[config.mk]
export PLATFORM = sky130hd
export DESIGN_NAME = inst_encoder_flat
export DESIGN_NICKNAME = d
export VERILOG_FILES = /design/src/rtl/inst_encoder_if.sv /design/src/rtl/inst_encoder.sv /design/src/flat_wrapper.sv
export SDC_FILE = /design/constraint.sdc
export NUM_CORES = 1
export LEC_CHECK = 0
export ABC_AREA = 1
export CAP_MARGIN = 40
export CORE_AREA = 2 2 90 92
export CTS_CLUSTER_DIAMETER = 120
export DETAILED_ROUTE_END_ITERATION = 10
export DIE_AREA = 0 0 92 94
export GPL_TIMING_DRIVEN = 0
export HOLD_SLACK_MARGIN = 0.05
export PLACE_DENSITY = 0.75
export SYNTH_ARGS = -nofsm -noshare
export SYNTH_HDL_FRONTEND = slang
export SYNTH_SLANG_ARGS = --single-unit
[constraint.sdc]
create_clock -name clk -period 1.44 [get_ports clk]
set_input_delay 0.288 -clock clk [delete_from_list [all_inputs] [get_ports clk]]
set_output_delay 0.288 -clock clk [all_outputs]
set_load 0.005 [all_outputs]
[src/rtl/inst_encoder_if.sv]
// Host-side and memory-side signal bundle of the instruction encoder.
// master: host / boot loader / memory model side; slave: the encoder.
interface inst_encoder_if #(
    parameter int ADDR_W = 10,
    parameter int WIDTH  = 32
);
    logic              start;
    logic [ADDR_W-1:0] start_addr;
    logic              in_valid;
    logic              in_ready;
    logic [4:0]        in_opcode;
    logic [4:0]        in_z;
    logic [4:0]        in_a;
    logic [4:0]        in_b;
    logic [15:0]       in_imm;
    logic              in_small_imm;
    logic              in_sext;
    logic              in_negate;
    logic [2:0]        in_cc;
    logic              mem_we;
    logic              mem_ready;
    logic [ADDR_W-1:0] mem_addr;
    logic [WIDTH-1:0]  mem_wdata;
    logic              done;
    logic              error;
    logic [ADDR_W:0]   count;

    modport master (
        output start, start_addr, in_valid, in_opcode, in_z, in_a, in_b,
               in_imm, in_small_imm, in_sext, in_negate, in_cc, mem_ready,
        input  in_ready, mem_we, mem_addr, mem_wdata, done, error, count
    );

    modport slave (
        input  start, start_addr, in_valid, in_opcode, in_z, in_a, in_b,
               in_imm, in_small_imm, in_sext, in_negate, in_cc, mem_ready,
        output in_ready, mem_we, mem_addr, mem_wdata, done, error, count
    );
endinterface

[src/rtl/inst_encoder.sv]
// Instruction encoder / program writer: packs decoded field bundles into
// instruction words and writes them to consecutive memory addresses.
module inst_encoder #(
    parameter int ADDR_W = 10,
    parameter int WIDTH  = 32
) (
    input  logic          clk,
    input  logic          rst,
    inst_encoder_if.slave bus
);
    localparam logic [4:0] OP_ADD  = 5'd1;
    localparam logic [4:0] OP_SUB  = 5'd2;
    localparam logic [4:0] OP_MPY  = 5'd3;
    localparam logic [4:0] OP_AND  = 5'd4;
    localparam logic [4:0] OP_OR   = 5'd5;
    localparam logic [4:0] OP_XOR  = 5'd6;
    localparam logic [4:0] OP_SHL  = 5'd7;
    localparam logic [4:0] OP_SRL  = 5'd8;
    localparam logic [4:0] OP_SRA  = 5'd9;
    localparam logic [4:0] OP_CMP  = 5'd10;
    localparam logic [4:0] OP_MOV  = 5'd11;
    localparam logic [4:0] OP_BR   = 5'd12;
    localparam logic [4:0] OP_HALT = 5'd31;

    localparam logic [ADDR_W-1:0] LAST_ADDR = '1;
    localparam logic [ADDR_W-1:0] ADDR_ONE  = {{(ADDR_W-1){1'b0}}, 1'b1};
    localparam logic [ADDR_W:0]   CNT_ONE   = {{ADDR_W{1'b0}}, 1'b1};

    typedef enum logic [1:0] {
        S_IDLE,
        S_RUN,
        S_DONE,
        S_ERROR
    } state_t;

    state_t            state_q, state_d;
    logic              mem_we_q, mem_we_d;
    logic [ADDR_W-1:0] addr_q, addr_d;
    logic [WIDTH-1:0]  wdata_q, wdata_d;
    logic              done_q, done_d;
    logic              error_q, error_d;
    logic              halt_pend_q, halt_pend_d;
    logic              last_used_q, last_used_d;
    logic [ADDR_W:0]   count_q, count_d;

    logic [WIDTH-1:0]  enc_word;
    logic              op_legal;
    logic              op_halt;
    logic              in_ready;
    logic              accept;
    logic              wr_hs;
    logic              last_taken;

    // Pack the field bundle into the decoder's instruction layout.
    always_comb begin
        enc_word        = '0;
        op_legal        = 1'b1;
        op_halt         = 1'b0;
        enc_word[31:27] = bus.in_opcode;
        case (bus.in_opcode)
            OP_ADD, OP_SUB, OP_MPY, OP_AND, OP_OR,
            OP_XOR, OP_SHL, OP_SRL, OP_SRA, OP_CMP: begin
                enc_word[26]    = bus.in_small_imm;
                enc_word[25]    = bus.in_sext & bus.in_small_imm;
                enc_word[20:16] = bus.in_z;
                enc_word[9:5]   = bus.in_a;
                enc_word[4:0]   = bus.in_b;
                if (bus.in_opcode == OP_CMP) begin
                    enc_word[12:10] = bus.in_cc;
                end
            end
            OP_MOV: begin
                enc_word[20:16] = bus.in_z;
                enc_word[15:0]  = bus.in_imm;
            end
            OP_BR: begin
                enc_word[19]    = bus.in_negate;
                enc_word[18:16] = bus.in_a[2:0];
                enc_word[15:0]  = bus.in_imm;
                op_legal        = (bus.in_a[4:3] == 2'b00);
            end
            OP_HALT: begin
                op_halt = 1'b1;
            end
            default: begin
                op_legal = 1'b0;
            end
        endcase
    end

    assign wr_hs    = mem_we_q & bus.mem_ready;
    assign in_ready = (state_q == S_RUN) & ~halt_pend_q & (~mem_we_q | bus.mem_ready);
    assign accept   = bus.in_valid & in_ready;
    // The counter saturates at the last address; that slot counts as used
    // once a word has been written there, including a write completing now.
    assign last_taken = last_used_q | (wr_hs & (addr_q == LAST_ADDR));

    // Next-state and datapath: arming, write completion, bundle acceptance.
    always_comb begin
        state_d     = state_q;
        mem_we_d    = mem_we_q;
        addr_d      = addr_q;
        wdata_d     = wdata_q;
        done_d      = done_q;
        error_d     = error_q;
        halt_pend_d = halt_pend_q;
        last_used_d = last_used_q;
        count_d     = count_q;
        case (state_q)
            S_RUN: begin
                if (wr_hs) begin
                    mem_we_d = 1'b0;
                    count_d  = count_q + CNT_ONE;
                    if (addr_q == LAST_ADDR) begin
                        last_used_d = 1'b1;
                    end else begin
                        addr_d = addr_q + ADDR_ONE;
                    end
                    // Nothing is accepted after HALT, so a write completing
                    // while halt is pending is the HALT word itself.
                    if (halt_pend_q) begin
                        state_d = S_DONE;
                        done_d  = 1'b1;
                    end
                end
                if (accept) begin
                    if (!op_legal || (!op_halt && last_taken)) begin
                        state_d = S_ERROR;
                        error_d = 1'b1;
                    end else begin
                        mem_we_d = 1'b1;
                        wdata_d  = enc_word;
                        if (op_halt) begin
                            halt_pend_d = 1'b1;
                        end
                    end
                end
            end
            default: begin
                if (bus.start) begin
                    state_d     = S_RUN;
                    mem_we_d    = 1'b0;
                    addr_d      = bus.start_addr;
                    done_d      = 1'b0;
                    error_d     = 1'b0;
                    halt_pend_d = 1'b0;
                    last_used_d = 1'b0;
                    count_d     = '0;
                end
            end
        endcase
    end

    // State and datapath registers with synchronous reset.
    always_ff @(posedge clk) begin
        if (rst) begin
            state_q     <= S_IDLE;
            mem_we_q    <= 1'b0;
            addr_q      <= '0;
            wdata_q     <= '0;
            done_q      <= 1'b0;
            error_q     <= 1'b0;
            halt_pend_q <= 1'b0;
            last_used_q <= 1'b0;
            count_q     <= '0;
        end else begin
            state_q     <= state_d;
            mem_we_q    <= mem_we_d;
            addr_q      <= addr_d;
            wdata_q     <= wdata_d;
            done_q      <= done_d;
            error_q     <= error_d;
            halt_pend_q <= halt_pend_d;
            last_used_q <= last_used_d;
            count_q     <= count_d;
        end
    end

    assign bus.in_ready  = in_ready;
    assign bus.mem_we    = mem_we_q;
    assign bus.mem_addr  = addr_q;
    assign bus.mem_wdata = wdata_q;
    assign bus.done      = done_q;
    assign bus.error     = error_q;
    assign bus.count     = count_q;
endmodule

[src/flat_wrapper.sv]
// flat-port wrapper written by rule: the top's interface ports become plain ports
module inst_encoder_flat 
#(
    parameter int ADDR_W = 10,
    parameter int WIDTH  = 32
)
  (clk, rst, bus_start, bus_start_addr, bus_in_valid, bus_in_opcode, bus_in_z, bus_in_a, bus_in_b, bus_in_imm, bus_in_small_imm, bus_in_sext, bus_in_negate, bus_in_cc, bus_mem_ready, bus_in_ready, bus_mem_we, bus_mem_addr, bus_mem_wdata, bus_done, bus_error, bus_count);
  inst_encoder_if #(.ADDR_W(ADDR_W), .WIDTH(WIDTH)) bus_i ();
  input  logic clk;
  input  logic rst;
  input wire logic [$bits(bus_i.start)-1:0] bus_start;
  input wire logic [$bits(bus_i.start_addr)-1:0] bus_start_addr;
  input wire logic [$bits(bus_i.in_valid)-1:0] bus_in_valid;
  input wire logic [$bits(bus_i.in_opcode)-1:0] bus_in_opcode;
  input wire logic [$bits(bus_i.in_z)-1:0] bus_in_z;
  input wire logic [$bits(bus_i.in_a)-1:0] bus_in_a;
  input wire logic [$bits(bus_i.in_b)-1:0] bus_in_b;
  input wire logic [$bits(bus_i.in_imm)-1:0] bus_in_imm;
  input wire logic [$bits(bus_i.in_small_imm)-1:0] bus_in_small_imm;
  input wire logic [$bits(bus_i.in_sext)-1:0] bus_in_sext;
  input wire logic [$bits(bus_i.in_negate)-1:0] bus_in_negate;
  input wire logic [$bits(bus_i.in_cc)-1:0] bus_in_cc;
  input wire logic [$bits(bus_i.mem_ready)-1:0] bus_mem_ready;
  output wire logic [$bits(bus_i.in_ready)-1:0] bus_in_ready;
  output wire logic [$bits(bus_i.mem_we)-1:0] bus_mem_we;
  output wire logic [$bits(bus_i.mem_addr)-1:0] bus_mem_addr;
  output wire logic [$bits(bus_i.mem_wdata)-1:0] bus_mem_wdata;
  output wire logic [$bits(bus_i.done)-1:0] bus_done;
  output wire logic [$bits(bus_i.error)-1:0] bus_error;
  output wire logic [$bits(bus_i.count)-1:0] bus_count;
  assign bus_i.start = bus_start;
  assign bus_i.start_addr = bus_start_addr;
  assign bus_i.in_valid = bus_in_valid;
  assign bus_i.in_opcode = bus_in_opcode;
  assign bus_i.in_z = bus_in_z;
  assign bus_i.in_a = bus_in_a;
  assign bus_i.in_b = bus_in_b;
  assign bus_i.in_imm = bus_in_imm;
  assign bus_i.in_small_imm = bus_in_small_imm;
  assign bus_i.in_sext = bus_in_sext;
  assign bus_i.in_negate = bus_in_negate;
  assign bus_i.in_cc = bus_in_cc;
  assign bus_i.mem_ready = bus_mem_ready;
  assign bus_in_ready = bus_i.in_ready;
  assign bus_mem_we = bus_i.mem_we;
  assign bus_mem_addr = bus_i.mem_addr;
  assign bus_mem_wdata = bus_i.mem_wdata;
  assign bus_done = bus_i.done;
  assign bus_error = bus_i.error;
  assign bus_count = bus_i.count;
  inst_encoder #(.ADDR_W(ADDR_W), .WIDTH(WIDTH)) u_core (.clk(clk), .rst(rst), .bus(bus_i));
endmodule
# Word level (Yosys, flattened, before mapping)
# Index checks and enable logic that the tools add are counted.
# word_totals
reg_bits	56
in_bits	57
wordCells	101
# op_classes
addsub	2
n_eq_ne	23
mux	39
bitwise	11
reduce_logical	17
# op_table
operator	n
$mux 10	4
$mux 11	3
$pmux 13 s2	1
$eq 5x4->1 const B	5
$eq 5x3->1 const B	4
$mux 1	20
$reduce_and 3->1	5
$mux 2	7
$reduce_or 12->1	1
$add 11x1->11 const B	1
$reduce_or 11->1	1
$add 10x1->10 const B	1
$eq 10x10->1 const B	1
$eq 5x2->1 const B	2
$reduce_or 10->1	1
$ne 2x1->1 const B	4
$ne 2x2->1 const B	4
$pmux 4 s2	1
$and 1x1->1	6
$mux 3	2
$eq 5x1->1 const B	1
$eq 5x5->1 const B	1
$reduce_and 4->1	1
$not 1->1	3
other kinds (10)	12

# Depth between registers and ports, before layout
# depth
ltp_word	8
mapped_depth	12
ltp_nobuf	12

# Least setup slack after synthesis
# OpenSTA, ideal clock, no wires.
# synth_path
path_kind	register to register
start	register u_core.addr_q[0] (netlist: u_core.bus.mem_addr[0])
end	register u_core.wdata_q[10] (netlist: u_core.bus.mem_wdata[10])
setup_ps	113
arrival_time_ps	1446
required_time_ps	1327
slack_ps	-119
stages_incl_launch_ff	11
n_path_buf	2
cell_sequence	dfxtp_1 ha_1 nand2_1 nor2_1 nand4_1 nand3_2 nand2_4 buf_8 buf_12 a21oi_2 nor2_1
# synth_between
elab_chain_cells	7
# synth_rtl
element	line_no	text
start, declared	inst_encoder.sv:38	logic [ADDR_W-1:0] addr_q, addr_d;
start signal, assigned	inst_encoder.sv:169	addr_q <= addr_d;
$eq 10x10->1	inst_encoder.sv:96	assign last_taken = last_used_q | (wr_hs & (addr_q == LAST_ADDR));
$and 1x1->1	inst_encoder.sv:96	
$or 1x1->1	inst_encoder.sv:96	
$logic_and 1x1->1	inst_encoder.sv:127	if (!op_legal || (!op_halt && last_taken)) begin
$logic_or 1x1->1	inst_encoder.sv:127	
$not 1->1 (no line)	--	
$reduce_and 3->1 (no line)	--	
end signal, assigned	inst_encoder.sv:170	wdata_q <= wdata_d;
end, declared	inst_encoder.sv:39	logic [WIDTH-1:0] wdata_q, wdata_d;
# Every way passes these cells.
# A chain may end at the register's enable or synchronous reset.

# Worst setup path after layout
# layout_path
start	register u_core.addr_q[0] (netlist: u_core.bus.mem_addr[0])
end	register u_core.wdata_q[7] (netlist: u_core.bus.mem_wdata[7])
# The elaborated chain is that of the path after synthesis.

==> qor.txt <==
n_diodes - 0
post-route DRC violation count - 0
Synth top area share - 0.377
Finished Layout Cells - 700
worst path cell trace - ha_4 -> nand2_4 -> nor2_4 -> nand4_1 -> nand3_2 -> nand2_4 -> buf_6 -> nand2_8 -> buf_8 -> nand2_2 -> a21oi_2
M2 GR Usage - 0.390
RSZ-0062 raised after global routing - true
post-synthesis cell area - 2970 µm²
MaxCap Viol Count - 0
Top Family by Delay on Critical Path - simple AND/OR/NAND/NOR gates
Sequential cell area - 1200 µm²
Synth-to-Final Area Change - 67.7%
CP arrival - 1.90 ns
Hold WC Path Type - in -> reg
footprint of the multi-input gates - 1820 µm²
vias - 3504
Power Dens Cells - 674 nW/µm²
Clock H-tree levels - 2
Least-Margin Pin Slew - 0.566 ns
clk_lat worst skew - 0.30 ns
initial antenna violation count - 0
1st-pass router iterations - 4
grt met1 use - 0.267
status - finished with violations
GR peak layer - met2
die width - 92 µm
kind of critical path - reg -> reg
fmax - 601 MHz
Setup crit start kind - register
share of the clock period used by the worst path - 1.15
CTS root buffer - clkbuf_8
DP HPWL - 6.52 mm
top cell type by total area after synthesis - dfxtp_1
violated checks - negative setup slack
#FFs+latches synth - 56
Layout Nets - 656
number of hold buffers added after cts - 0
crit-path max FO - 8
grt met3 use - 0.0449
YS warnings - 0
vias in the first global route - 3403
final setup vio count - 45
worst clock skew - 0.00629 ns
ranking of synthesized cells by area - dfxtp_1 38%, nand2_1 16%, nand3_1 7.6%, a21oi_1 5.7%, nor2_1 4.7%
Ports - 114
pins over their slew limit - 0
DRT iter0 DRCs - 98
Fin. Hold Viols - 0
fillers - 672
sequential fraction of the synthesis area - 0.377
CP max-delay cell - dfxtp_4
final setup margin - -0.223 ns
Slew HR - 0.623
layout cells sized above 1 - 0.318
Reg-to-Reg Start - u_core.bus.mem_addr[0]
CTS max path bufs - 2
Worst EP required - 1.68 ns
CP max stage delay - 0.38 ns
static leakage - 0.00246 µW
Util after Layout - 0.656
DIE AREA - 8650 µm²
cell count after synthesis - 437
WL per Instance - 14.0 µm
Syn Area/Cell - 6.81 µm²
Die Y - 94 µm
Core Area - 7610 µm²
TritonCTS Buffers - 5
post-DR vias/cell - 5.01
Peak VDD IR - 412 µV
Clk pin slew, worst setup/hold paths - 0.10 ns
critical path's most frequent cell - nand2_4
Total Wirelength - 9.80 mm
first-pass GRT wire length - 15.6 mm
min cycle time layout - 1.66 ns
Global Route Usage Sum - 0.220
RD Place Congestion - 0.850
largest net degree at the start of global routing - 16
Antenna Nets Post-Route - 0
initial cell density of the core - 0.391
CTS tree - built
Rows - 32
placed insts - 650
CTS Sinks - 56
Hold Path Origin - bus_start
crit end category - register
total grt overflow - 0
critical path launch point - u_core.bus.mem_addr[0]
Worst Path Buf+Inv - 2
distinct cell type count of the synthesized netlist - 36
I/O Buffers - 108
## metal layers
metal,part of all wire,vias up
met4,0.018,0
met1,0.42,1608
met5,0,-
met2,0.50,129
met3,0.066,23
li1,-,1744
## kinds of logic (layout without fill, tap and decap cells)
kind of cell / after synthesis / count (layout) / synth area share
flip-flops: 56 / 56 / 0.377
XOR/XNOR: 1 / 1 / 0.00295
buffers and inverters: 62 / 220 / 0.104
adder cells (fa/ha/maj): 2 / 2 / 0.00841
AO/OA/AOI/OAI: 81 / 81 / 0.164
AND/OR/NAND/NOR: 234 / 234 / 0.342
other: 1 / 4 / 0.00126
## final timing paths
kind,to,slack [ns],cells past startpoint
setup / recovery,u_core.bus.mem_wdata[7],-0.22,11
hold / removal,u_core.state_q[0],0.33,3
setup reg to reg,u_core.bus.mem_wdata[7],-0.22,11
hold reg to reg,u_core.bus.mem_addr[9],0.46,2
## cell usage after synthesis
cell type	instances
o21ai_0	19
nor2_1	37
inv_1	36
clkinv_1	1
clkbuf_1	7
xor2_1	1
buf_8	1
nor2_4	1
a211oi_1	3
inv_2	2
buf_6	1
buf_4	10
a21oi_1	34
nand2_2	6
or2_2	1
o22ai_1	1
nor3_1	7
a31oi_1	2
o21ai_2	1
dfxtp_1	56
o21a_1	1
a21oi_2	10
buf_12	1
o21ai_1	2
buf_2	3
nand2_1	125
a22oi_1	7
nand3_2	2
ha_1	2
o21ai_4	1
nand3_1	45
nand3b_1	1
conb_1	1
nor2_2	3
nand2_4	2
nand4_1	4
## layout by cell type (no fill, tap or decap), types with 3 or more instances in the layout
master / netlist / layout
o21ai_1: 2 / 5
nand2_2: 6 / 9
a22oi_1: 7 / 7
clkdlybuf4s50_1: 0 / 50
buf_6: 1 / 8
nand2_1: 125 / 113
o21ai_2: 1 / 4
dlygate4sd2_1: 0 / 41
buf_4: 10 / 43
nand4_1: 4 / 4
buf_2: 3 / 3
inv_1: 36 / 30
o21ai_0: 19 / 13
nand3_1: 45 / 34
clkbuf_8: 0 / 6
dfxtp_4: 0 / 8
nor2_1: 37 / 31
inv_2: 2 / 6
nand3_2: 2 / 12
nor2_2: 3 / 6
a21oi_1: 34 / 26
nor3_1: 7 / 5
a211oi_1: 3 / 3
dfxtp_2: 0 / 36
dfxtp_1: 56 / 12
nand2_4: 2 / 10
nor2_4: 1 / 4
a21oi_4: 0 / 3
dlymetal6s2s_1: 0 / 16
clkbuf_1: 7 / 8
a21oi_2: 10 / 15
conb_1: 1 / 4
## where the power goes
part | internal, µW | switching [µW] | leakage, µW | total (µW)
logic | 427 | 416 | 0.00193 | 843
registers | 1590 | 38.3 | 0.000477 | 1630
clock network | 394 | 495 | 0.0000455 | 889
total | 2420 | 949 | 0.00246 | 3360
## tightest hold or removal path, cell delays in order
cell and delay (ns):
dlymetal6s2s_1 0.15, inv_2 0.09, a211oi_1 0.06
## area by class of cell
class	instances	share of cell area
Buffer	23	0.0351
Timing Repair Buffer	150	0.285
Tap cell	102	0.0256
Multi-Input combinational cell	322	0.366
Clock buffer	8	0.0181
Sequential cell	56	0.240
Inverter	39	0.0306
## metrics by stage
step                      setup WS (ns)  TNS, ns  hold WS [ns]  total power, µW  area (µm²)
final                            -0.223    -7.25         0.333             3360        4990
after global routing             -0.348   -12.53         0.326             3530        4990
after CTS                        -0.219    -6.14         0.434             3350        4720
after detailed placement         -0.621   -25.62         0.450             2370        4220
after global placement           -0.565   -23.54         0.442             2360        4220
after floorplan                 -0.0467   -0.467         0.432             2020        3010
## sequential cells by signal, indices dropped and copies added, names as in the netlist
register	cells
u_core.bus.done	1
u_core.last_used_q	1
u_core.state_q	2
u_core.bus.mem_addr	10
u_core.bus.count	11
u_core.bus.error	1
u_core.bus.mem_wdata	28
u_core.halt_pend_q	1
u_core.bus.mem_we	1
## what timing repair did
item                       CTS  global route
setup endpoints to repair  100            64
pin swaps                   18            27
buffers inserted            30            11
resized for setup          121            74
cloned                       4             0
Power figures use the tool's default switching activity.
